==> src/rtl/bldc_pkg.sv <==
// Shared drive encodings, Hall decode and commutation table for the six-step BLDC driver.
package bldc_pkg;

  localparam logic [1:0] PH_OFF = 2'b00;
  localparam logic [1:0] PH_LO  = 2'b01;
  localparam logic [1:0] PH_HI  = 2'b10;

  typedef struct packed {
    logic       invalid;
    logic [2:0] sector;
  } hall_dec_t;

  typedef struct packed {
    logic [1:0] a;
    logic [1:0] b;
    logic [1:0] c;
  } phase_req_t;

  function automatic hall_dec_t hall_decode(input logic [2:0] h);
    hall_dec_t d;
    d.invalid = 1'b0;
    d.sector  = 3'd0;
    case (h)
      3'd5:    d.sector = 3'd0;
      3'd4:    d.sector = 3'd1;
      3'd6:    d.sector = 3'd2;
      3'd2:    d.sector = 3'd3;
      3'd3:    d.sector = 3'd4;
      3'd1:    d.sector = 3'd5;
      default: d.invalid = 1'b1;
    endcase
    return d;
  endfunction

  function automatic phase_req_t comm_row(input logic [2:0] sector);
    phase_req_t r;
    case (sector)
      3'd0:    r = {PH_HI, PH_LO, PH_OFF};
      3'd1:    r = {PH_HI, PH_OFF, PH_LO};
      3'd2:    r = {PH_OFF, PH_HI, PH_LO};
      3'd3:    r = {PH_LO, PH_HI, PH_OFF};
      3'd4:    r = {PH_LO, PH_OFF, PH_HI};
      3'd5:    r = {PH_OFF, PH_LO, PH_HI};
      default: r = {PH_OFF, PH_OFF, PH_OFF};
    endcase
    return r;
  endfunction

  function automatic logic [2:0] sector_inc(input logic [2:0] s);
    return (s == 3'd5) ? 3'd0 : s + 3'd1;
  endfunction

  function automatic logic [2:0] sector_dec(input logic [2:0] s);
    return (s == 3'd0) ? 3'd5 : s - 3'd1;
  endfunction

  // Reverse rotation drives the row half a turn away.
  function automatic logic [2:0] sector_rev(input logic [2:0] s);
    return (s >= 3'd3) ? s - 3'd3 : s + 3'd3;
  endfunction

  function automatic logic [1:0] chop(input logic [1:0] r, input logic pwm_on);
    return (r == PH_HI && !pwm_on) ? PH_OFF : r;
  endfunction

endpackage

==> src/rtl/bldc_deadtime.sv <==
// Per-phase gate register: turn-off is immediate, turn-on waits until the opposite
// gate has been off for DEADTIME clocks, so the two gates are never on together.
module bldc_deadtime
  import bldc_pkg::*;
#(
  parameter int unsigned DEADTIME = 4
) (
  input  logic       clk_i,
  input  logic       rst_i,
  input  logic [1:0] req_i,
  output logic [1:0] gate_o
);

  localparam logic [7:0] DtCnt = 8'(DEADTIME);

  logic [1:0] gate_d, gate_q;
  logic [7:0] hi_off_d, hi_off_q;
  logic [7:0] lo_off_d, lo_off_q;

  always_comb begin
    hi_off_d = gate_q[1] ? 8'd0 : ((hi_off_q == DtCnt) ? DtCnt : hi_off_q + 8'd1);
    lo_off_d = gate_q[0] ? 8'd0 : ((lo_off_q == DtCnt) ? DtCnt : lo_off_q + 8'd1);
    gate_d[1] = (req_i == PH_HI) && (lo_off_d == DtCnt);
    gate_d[0] = (req_i == PH_LO) && (hi_off_d == DtCnt);
  end

  always_ff @(posedge clk_i or posedge rst_i) begin
    if (rst_i) begin
      gate_q   <= PH_OFF;
      hi_off_q <= DtCnt;
      lo_off_q <= DtCnt;
    end else begin
      gate_q   <= gate_d;
      hi_off_q <= hi_off_d;
      lo_off_q <= lo_off_d;
    end
  end

  assign gate_o = gate_q;

endmodule

==> src/rtl/bldc_six_step_pwm.sv <==
// Six-step BLDC commutation with PWM chopping of the high side, direction, brake/coast,
// Hall fault detection and per-phase dead time.
module bldc_six_step_pwm
  import bldc_pkg::*;
#(
  parameter int unsigned DUTY_W   = 8,
  parameter int unsigned PRESCALE = 1,
  parameter int unsigned DEADTIME = 4
) (
  input  logic              CLK,
  input  logic              RST,
  input  logic              enable,
  input  logic              dir,
  input  logic              brake,
  input  logic [DUTY_W-1:0] duty,
  input  logic [2:0]        H,
  output logic [1:0]        A,
  output logic [1:0]        B,
  output logic [1:0]        C,
  output logic [2:0]        sector,
  output logic              fault
);

  localparam int unsigned       PreW    = (PRESCALE > 1) ? $clog2(PRESCALE) : 1;
  localparam logic [PreW-1:0]   PreLast = PreW'(PRESCALE - 1);
  localparam logic [DUTY_W-1:0] CntMax  = {{(DUTY_W - 1){1'b1}}, 1'b0};
  // Synchroniser resets to the sector-0 code so a clean start raises no fault.
  localparam logic [2:0]        HallRst = 3'b101;

  logic [PreW-1:0]   pre_d, pre_q;
  logic [DUTY_W-1:0] cnt_d, cnt_q;
  logic [DUTY_W-1:0] duty_d, duty_q;
  logic [2:0]        h_s1_q, h_s2_q;
  logic [2:0]        sector_d, sector_q;
  logic              fault_d, fault_q;
  logic              tick, pwm_on, jump;
  hall_dec_t         hall;
  phase_req_t        row, req;

  always_comb begin
    tick   = (pre_q == PreLast);
    pre_d  = tick ? '0 : pre_q + 1'b1;
    cnt_d  = cnt_q;
    duty_d = duty_q;
    if (tick) begin
      if (cnt_q == CntMax) begin
        cnt_d  = '0;
        duty_d = duty;
      end else begin
        cnt_d = cnt_q + 1'b1;
      end
    end
    pwm_on = (cnt_q < duty_q);
  end

  always_comb begin
    hall = hall_decode(h_s2_q);
    jump = enable && !hall.invalid && (hall.sector != sector_q) &&
           (hall.sector != sector_inc(sector_q)) && (hall.sector != sector_dec(sector_q));
    fault_d = fault_q;
    if (hall.invalid || jump) begin
      fault_d = 1'b1;
    end else if (!enable) begin
      fault_d = 1'b0;
    end
    sector_d = sector_q;
    if (!hall.invalid && !jump && (!fault_q || !enable)) begin
      sector_d = hall.sector;
    end
  end

  // fault_d gates the request so a bad Hall code kills the drive on the same edge it latches.
  always_comb begin
    row = comm_row(dir ? sector_rev(sector_q) : sector_q);
    req = {PH_OFF, PH_OFF, PH_OFF};
    if (fault_d || !enable) begin
      req = {PH_OFF, PH_OFF, PH_OFF};
    end else if (brake) begin
      req = {PH_LO, PH_LO, PH_LO};
    end else begin
      req.a = chop(row.a, pwm_on);
      req.b = chop(row.b, pwm_on);
      req.c = chop(row.c, pwm_on);
    end
  end

  always_ff @(posedge CLK or posedge RST) begin
    if (RST) begin
      pre_q    <= '0;
      cnt_q    <= '0;
      duty_q   <= '0;
      h_s1_q   <= HallRst;
      h_s2_q   <= HallRst;
      sector_q <= 3'd0;
      fault_q  <= 1'b0;
    end else begin
      pre_q    <= pre_d;
      cnt_q    <= cnt_d;
      duty_q   <= duty_d;
      h_s1_q   <= H;
      h_s2_q   <= h_s1_q;
      sector_q <= sector_d;
      fault_q  <= fault_d;
    end
  end

  bldc_deadtime #(.DEADTIME(DEADTIME)) u_dt_a (.clk_i(CLK), .rst_i(RST), .req_i(req.a), .gate_o(A));
  bldc_deadtime #(.DEADTIME(DEADTIME)) u_dt_b (.clk_i(CLK), .rst_i(RST), .req_i(req.b), .gate_o(B));
  bldc_deadtime #(.DEADTIME(DEADTIME)) u_dt_c (.clk_i(CLK), .rst_i(RST), .req_i(req.c), .gate_o(C));

  assign sector = sector_q;
  assign fault  = fault_q;

endmodule

==> config.mk <==
export PLATFORM = sky130hd
export DESIGN_NAME = bldc_six_step_pwm
export DESIGN_NICKNAME = d
export VERILOG_FILES = /design/src/rtl/bldc_pkg.sv /design/src/rtl/bldc_deadtime.sv /design/src/rtl/bldc_six_step_pwm.sv
export SDC_FILE = /design/constraint.sdc
export NUM_CORES = 1
export LEC_CHECK = 0
export BUFFER_PORTS_ARGS = -buffer_cell sky130_fd_sc_hd__buf_2
export CORE_ASPECT_RATIO = 1.5
export CORE_MARGIN = 5
export CORE_UTILIZATION = 40
export DETAILED_ROUTE_END_ITERATION = 10
export GPL_TIMING_DRIVEN = 0
export PLACE_DENSITY = 0.7
export SYNTH_ARGS = -nofsm -noshare
export SYNTH_HDL_FRONTEND = slang
export SYNTH_SLANG_ARGS = --single-unit
==> constraint.sdc <==
create_clock -name CLK -period 2.8 [get_ports CLK]
set_input_delay 0.14 -clock CLK [delete_from_list [all_inputs] [get_ports CLK]]
set_output_delay 0.14 -clock CLK [all_outputs]
set_load 0.02 [all_outputs]
=== Yosys cells after proc, flatten, opt, wreduce, memory -nomap -nowiden ===
Cells that the tools add are included.

* Flip-flop bits (word level): 81
* Latch bits: 0
* RAM bits: 0
* Memory bits (read-only): 0
* Input port bits: 16
* Output and inout bits: 10
* Word-level logic and storage cells: 122
* Memories: 0

* $add $sub $neg: 12
* Multiply operators: 0
* Divide/modulo/power cells: 0
* $lt $le $gt $ge: 2
* Equality and inequality tests: 37
* Shifts and indexed selects: 0
* Mux-type cells: 28
* Bitwise operators: 1
* Reduce and logical (&&, ||, !) cells: 26

{| class="wikitable"
|+ Operators by type and width
! operator !! count
|-
| two-way mux 8 bit || 13
|-
| == test 8 x 3 -> 1 bit (second input constant) || 12
|-
| adder 8 x 1 -> 8 bit (second input constant) || 7
|-
| one-hot mux 6 bit (6 select lines) || 1
|-
| == test 3 bit (second input constant) || 6
|-
| logical AND 1 bit || 15
|-
| one-hot mux 3 bit (5 select lines) || 1
|-
| == test 2 bit (second input constant) || 6
|-
| == test 3 x 2 -> 1 bit (second input constant) || 4
|-
| two-way mux 3 bit || 4
|-
| two-way mux 6 bit || 2
|-
| inequality test 3 bit || 3
|-
| == test 8 bit (second input constant) || 1
|-
| less-than comparator 8 bit || 1
|-
| == test 2 x 1 -> 1 bit (second input constant) || 3
|-
| == test 3 x 1 -> 1 bit (second input constant) || 2
|-
| zero test 3 bit || 2
|-
| two-way mux 2 bit || 3
|-
| OR reduction 6 bit || 1
|-
| zero test 1 bit || 4
|-
| two-way mux 1 bit || 4
|-
| adder 3 x 1 -> 3 bit (second input constant) || 1
|-
| adder 3 x 2 -> 3 bit (second input constant) || 1
|-
| >= comparator 3 x 2 -> 1 bit (second input constant) || 1
|-
| other kinds (6) || 8
|}

=== Longest topological paths before layout ===
* Depth after elaboration: 12
* Gate-level depth with buffers: 14
* Depth with buffers taken out: 11

=== Hierarchy ===
A second synthesis with hierarchy kept.

* Cells, all modules: 550
* Area total of the unflattened synthesis: 5151.2 um^2

{| class="wikitable"
|+ By module, submodules not included
! module !! instances !! cells each !! area each (um^2) !! seq. area each (um^2)
|-
| bldc_deadtime (u_dt_a ...) || 2 || 112 || 1101.1 || 452.9
|-
| bldc_six_step_pwm || 1 || 210 || 1853.0 || 655.6
|-
| bldc_deadtime (u_dt_c) || 1 || 116 || 1096.1 || 452.9
|}

=== Worst setup path before layout ===
No wires, ideal clock.

* Path kind: register to register
* Start: register sector_q[0] (netlist: sector[0])
* End: register sector_q[0] (netlist: sector[0])
* Library setup time: 0.127 ns
* Arrival time: 2.723 ns
* Data required time: 2.673 ns
* Slack: -0.049 ns
* Stages on the path, launching flop included: 15
* Buffers on the path: 3
* Clock period less this slack: 2.849 ns
* Cell sequence: dfrtp_1 buf_6 buf_6 inv_1 ha_1 ha_1 and2b_1 xor2_1 o21a_1 o2111ai_2 a211oi_2 and2_1 buf_6 mux2i_1 nand3_2

* Longest elaborated chain between the ends: 8
* Elaborated cells between the ends (all ways): 15
* Classes of those cells: 2 x add/sub; 4 x eq/ne; 2 x mux; 7 x reduce/logical

{| class="wikitable"
|+ Ends and longest elaborated chain
! what !! line !! RTL
|-
| start, declared || bldc_six_step_pwm.sv:34 || <nowiki>logic [2:0] sector_d, sector_q;</nowiki>
|-
| start signal, assigned || bldc_six_step_pwm.sv:102 || <nowiki>sector_q <= sector_d;</nowiki>
|-
| adder 3 x 1 -> 3 bit / == test 3 bit (equally long branches) || bldc_pkg.sv:50 || <nowiki>return (s == 3'd5) ? 3'd0 : s + 3'd1;</nowiki>
|-
| two-way mux 3 bit || bldc_pkg.sv:50 ||
|-
| inequality test 3 bit || bldc_six_step_pwm.sv:59 || <nowiki>(hall.sector != sector_inc(sector_q)) && (hall.sector != sector_dec(sector_q));</nowiki>
|-
| logical AND 1 bit || bldc_six_step_pwm.sv:58 || <nowiki>jump = enable && !hall.invalid && (hall.sector != sector_q) &&</nowiki>
|-
| logical AND 1 bit * || bldc_six_step_pwm.sv:59 ||
|-
| zero test 1 bit * || bldc_six_step_pwm.sv:67 || <nowiki>if (!hall.invalid && !jump && (!fault_q || !enable)) begin</nowiki>
|-
| logical AND 1 bit * (2 in series) || bldc_six_step_pwm.sv:67 ||
|}

Every way passes the cells marked *; elsewhere a longest branch is shown, timed or not.
A chain may end at the register's enable or synchronous reset.

=== Worst setup path after layout ===
* Start: register sector_q[0] (netlist: sector[0])
* End: register u_dt_b.gate_q[1] (netlist: u_dt_b.gate_o[1])

* Longest elaborated chain between the ends: 12
* Elaborated cells between the ends (all ways): 34
* Classes of those cells: 4 x add/sub; 1 x order compare; 11 x eq/ne; 9 x mux; 9 x reduce/logical

{| class="wikitable"
|+ Ends and longest elaborated chain
! what !! line !! RTL
|-
| adder 3 x 2 -> 3 bit, or another cell as far along || bldc_pkg.sv:59 || <nowiki>return (s >= 3'd3) ? s - 3'd3 : s + 3'd3;</nowiki>
|-
| two-way mux 3 bit || bldc_pkg.sv:59 ||
|-
| two-way mux 3 bit || bldc_six_step_pwm.sv:74 || <nowiki>row = comm_row(dir ? sector_rev(sector_q) : sector_q);</nowiki>
|-
| == test 3 bit, or another cell as far along || bldc_pkg.sv:37 || <nowiki>case (sector)</nowiki>
|-
| one-hot mux 6 bit (6 select lines) || bldc_pkg.sv:37 ||
|-
| == test 2 bit || bldc_pkg.sv:63 || <nowiki>return (r == PH_HI && !pwm_on) ? PH_OFF : r;</nowiki>
|-
| logical AND 1 bit || bldc_pkg.sv:63 ||
|-
| two-way mux 2 bit || bldc_pkg.sv:63 ||
|-
| two-way mux 6 bit || bldc_six_step_pwm.sv:78 || <nowiki>end else if (brake) begin</nowiki>
|-
| two-way mux 6 bit * || bldc_six_step_pwm.sv:76 || <nowiki>if (fault_d || !enable) begin</nowiki>
|-
| == test 2 bit * || bldc_deadtime.sv:23 || <nowiki>gate_d[1] = (req_i == PH_HI) && (lo_off_d == DtCnt);</nowiki>
|-
| logical AND 1 bit * || bldc_deadtime.sv:23 ||
|-
| via u_dt_b.gate_d[1] || bldc_deadtime.sv:16 || <nowiki>logic [1:0] gate_d, gate_q;</nowiki>
|-
| end signal, assigned || bldc_deadtime.sv:33 || <nowiki>gate_q <= gate_d;</nowiki>
|-
| end, declared || bldc_deadtime.sv:16 ||
|}

Mark *: on every way through the listed nets, which the timed path passes. The rest lies on a longest branch.

==> impl_metrics.env <==
export IMPL_worst_pin_slew_ps=457
export IMPL_htree_levels=3
export IMPL_syn_to_final_growth_pct=18.8
export IMPL_dr_pass1_iters=4
export IMPL_slew_violations=0
export IMPL_vias=3773
export IMPL_yosysWarnings=0
export IMPL_num_fill_cells=1075
export IMPL_grt_overflow_total=0
export IMPL_pin_count=26
export IMPL_synth_top_area_cell="dfrtp_1"
export IMPL_io_buffers=25
export IMPL_post_drt_wl_per_cell_um=13.5
export IMPL_cts_tree="built"
export IMPL_slew_limit_headroom_pct=69.1
export IMPL_finalNetCount=603
export IMPL_cellPowerDensity_nw_per_um2=1010
export IMPL_start_util_pct=40.8
export IMPL_dp_hpwl_um=7070
export IMPL_die_area_um2=14100
export IMPL_async_reset_ff_share_pct=100
export IMPL_cp_slowest_cell="dfrtp_2"
export IMPL_numCtsBuffers=9
export IMPL_path_clk_slew_ps=60
export IMPL_synth_top_cells_by_area="dfrtp_1 37%, nor2_1 7.0%, ha_1 6.9%"
export IMPL_report_final_hold_viol_count=0
export IMPL_place_congestion=0.869
export IMPL_cp_end_kind="register"
export IMPL_period_needed_ps=2690
export IMPL_hold_end="duty_q[3]$_DFFE_PP0N_"
export IMPL_syn_mean_instance_area_um2=9.23
export IMPL_crit_top_cell="nor4b_4"
export IMPL_cts_root_buf="clkbuf_16"
export IMPL_r2r_end="u_dt_b.gate_o[1]$_DFF_PP0_"
export IMPL_die_width_um=98.5
export IMPL_dominantRegCellSynth="dfrtp_1"
export IMPL_regToRegSetupSlack_ps=110
export IMPL_row_count=48
export IMPL_rr_worst_depth=11
export IMPL_first_iter_violations=224
export IMPL_cts_max_path_buffers=2
export IMPL_worstPathMaxFanout=6
export IMPL_diodes=0
export IMPL_worst_ir_drop_vdd_uv=454
export IMPL_clk_latency_ps=340
export IMPL_antenna_found_initial=0
export IMPL_setup_viol=0
export IMPL_fin_setup_tns_ps=0
export IMPL_vias_per_cell=5.27
export IMPL_netlist_area_um2=4700
export IMPL_holdPathStages=3
export IMPL_status="completed"
export IMPL_ys_ff_latch=80
export IMPL_total_power_mw=5.64
export IMPL_yosysUniqueCellTypes=66
export IMPL_clock_sinks=80
export IMPL_syn_inst=509
export IMPL_core_um2=11500
export IMPL_hold_class="in2reg"
export IMPL_syn_nets=551
export IMPL_rr_startpoint="sector[0]$_DFFE_PP0N_"
export IMPL_grt_pass1_wl_um=16400
export IMPL_final_util_pct=48.4
export IMPL_drt_wl_total_um=9700
export IMPL_grt_start_max_net_pins=48
export IMPL_period_share_pct=95.9
export IMPL_ys_seq_area_share_pct=42.9
export IMPL_crit_arrival_ps=2920
export IMPL_die_height_um=143
export IMPL_fin_skew_ps=6.16
export IMPL_crit_chain="buf_4 > ha_1 > ha_4 > inv_1 > xnor2_1 > nand3_1 > a221oi_2 > a211oi_2 > nor2_2 > nor4b_4 > nor4b_4"
export IMPL_clock_fmax_mhz=372
export IMPL_grtUsageTotal_pct=14.1
export IMPL_grt_pass1_vias=3738
export IMPL_worstPathRequired_ps=3040
export IMPL_synth_top_area_share_pct=37.3
export IMPL_hold_path_startpoint="duty[3]"
export IMPL_drive_gt1_share_pct=18.2
export IMPL_dp_cells=685
export IMPL_layout_cells_non_filler=716
export IMPL_crit_path_max_incr_delay_ps=420
export IMPL_cap_violations=0
export IMPL_start_kind="register"
export IMPL_ant_nets=0
export IMPL_detail_route_drc_violations=0
export IMPL_worstSetupPathType="reg2reg"
export IMPL_power_leakage_nw=2.65
export IMPL_synth_edf_count=0
-- routing by layer --
| layer | vias to the layer above | global-route usage [%] | wire [µm] |
|---|---|---|---|
| met5 | - | 0 | 0 |
| met4 | 0 | 6.83 | 221 |
| met3 | 21 | 3.03 | 357 |
| met2 | 77 | 25.6 | 5110 |
| met1 | 1832 | 15.6 | 4010 |
| li1 | 1843 | - | - |
-- Yosys cell counts, types with 4 or more instances --
cell type  instances
buf_6              6
a21oi_1           16
a21o_1             4
nand2b_1           6
ha_1              26
a31oi_1            4
nor3_1            10
dfstp_2           10
xor2_1            34
xnor2_1           14
nand2_1           38
o21ai_0           17
dfrtp_1           70
inv_1             35
and3_1            13
o21a_1             4
nand3_1           35
o21ai_1            4
clkbuf_1           7
nor2_1            88
-- where the power goes --
group / switching, mW / internal [mW] / leakage [nW]
combinational: 1.40 / 1.09 / 1.49
clock: 0.447 / 0.917 / 0.172
sequential: 0.317 / 1.47 / 0.980
-- placed cells by master (no fill, tap or decap), types with 3 or more instances in the layout --
master and n:
dfstp_2 10, clkbuf_16 9, nor3_1 10, o21ai_1 3, a21oi_1 16, buf_4 12, nand2b_1 6, nor2_1 88
a31oi_1 4, buf_6 5, a21o_1 4, a22oi_1 3, bufinv_16 3, o21a_1 4, nand3_1 35, inv_1 32
o22ai_1 3, nor4_1 3, ha_1 24, dfrtp_1 69, nor4b_1 3, xor2_1 33, o21ai_0 17, clkbuf_1 7
nand2_1 38, buf_2 27, and3_1 13, dlygate4sd3_1 4, xnor2_1 14, a211oi_1 3
-- sequential cells by signal (all words and copies together), names as in the netlist, 2 cells and up --
register,cells
cnt_q,8
h_s2_q,3
duty_q,8
sector,3
u_dt_a.lo_off_q,8
u_dt_b.lo_off_q,8
u_dt_c.gate_o,2
u_dt_b.gate_o,2
u_dt_a.hi_off_q,8
u_dt_c.lo_off_q,8
u_dt_a.gate_o,2
u_dt_c.hi_off_q,8
h_s1_q,3
u_dt_b.hi_off_q,8
-- how the worst max path moves through the flow --
stage,from,to,cells past startpoint
final,sector[0]$_DFFE_PP0N_,u_dt_b.gate_o[1]$_DFF_PP0_,11
after global routing,sector[0]$_DFFE_PP0N_,sector[0]$_DFFE_PP0N_,14
after CTS,sector[0]$_DFFE_PP0N_,sector[0]$_DFFE_PP0N_,14
after detailed placement,sector[0]$_DFFE_PP0N_,u_dt_b.gate_o[1]$_DFF_PP0_,13
after global placement,RST,sector[0]$_DFFE_PP0N_,2
after floorplan,sector[0]$_DFFE_PP0N_,sector[0]$_DFFE_PP0N_,14
-- logic make-up after synthesis --
group | synth area share, %
xor gates and xnor gates | 9.29
AOI/OAI and AO/OA | 10.8
and+or+nand+nor | 23.8
DFF | 42.9
adders and majority gates | 6.92
buffers and inverters | 5.27
muxes | 1.12
-- cell type report --
class	count	area (µm²)	area share [%]
Sequential cell	80	2020	36.1
Inverter	35	139	2.49
Clock inverter	5	103	1.84
Tap cell	150	188	3.36
Clock buffer	11	253	4.53
Multi-Input combinational cell	377	2480	44.4
Timing Repair Buffer	41	275	4.93
Buffer	17	130	2.33
-- per-stage QoR --
stage / hold slack (ps) / cell area (µm²) / worst slack [ps]
final: 14.4 / 5580 / 114
after detailed placement: 186 / 5040 / -286
after global placement: 245 / 5010 / -544
after global routing: 23.9 / 5580 / -3.66
after floorplan: 144 / 4700 / 30.7
after CTS: 2.48 / 5480 / 1.76
-- worst max-delay path: cells and delay by family (launching register included) --
family,cells,cell delay (ps)
AO/OA/AOI/OAI,2,380
XOR/XNOR,1,170
buffers and inverters,2,240
flip-flops,1,420
adder cells (fa/ha/maj),2,540
AND/OR/NAND/NOR,4,810
-- repair_timing --
action | in CTS | in global routing
hold buffers | 4 | 0
hold endpoints to repair | 31 | 0
resized for setup | 5 | 12
buffers inserted | 3 | 8
pin swaps | 6 | 6
setup endpoints to repair | 6 | 8
Note: power is estimated with default switching activity, not from simulation.
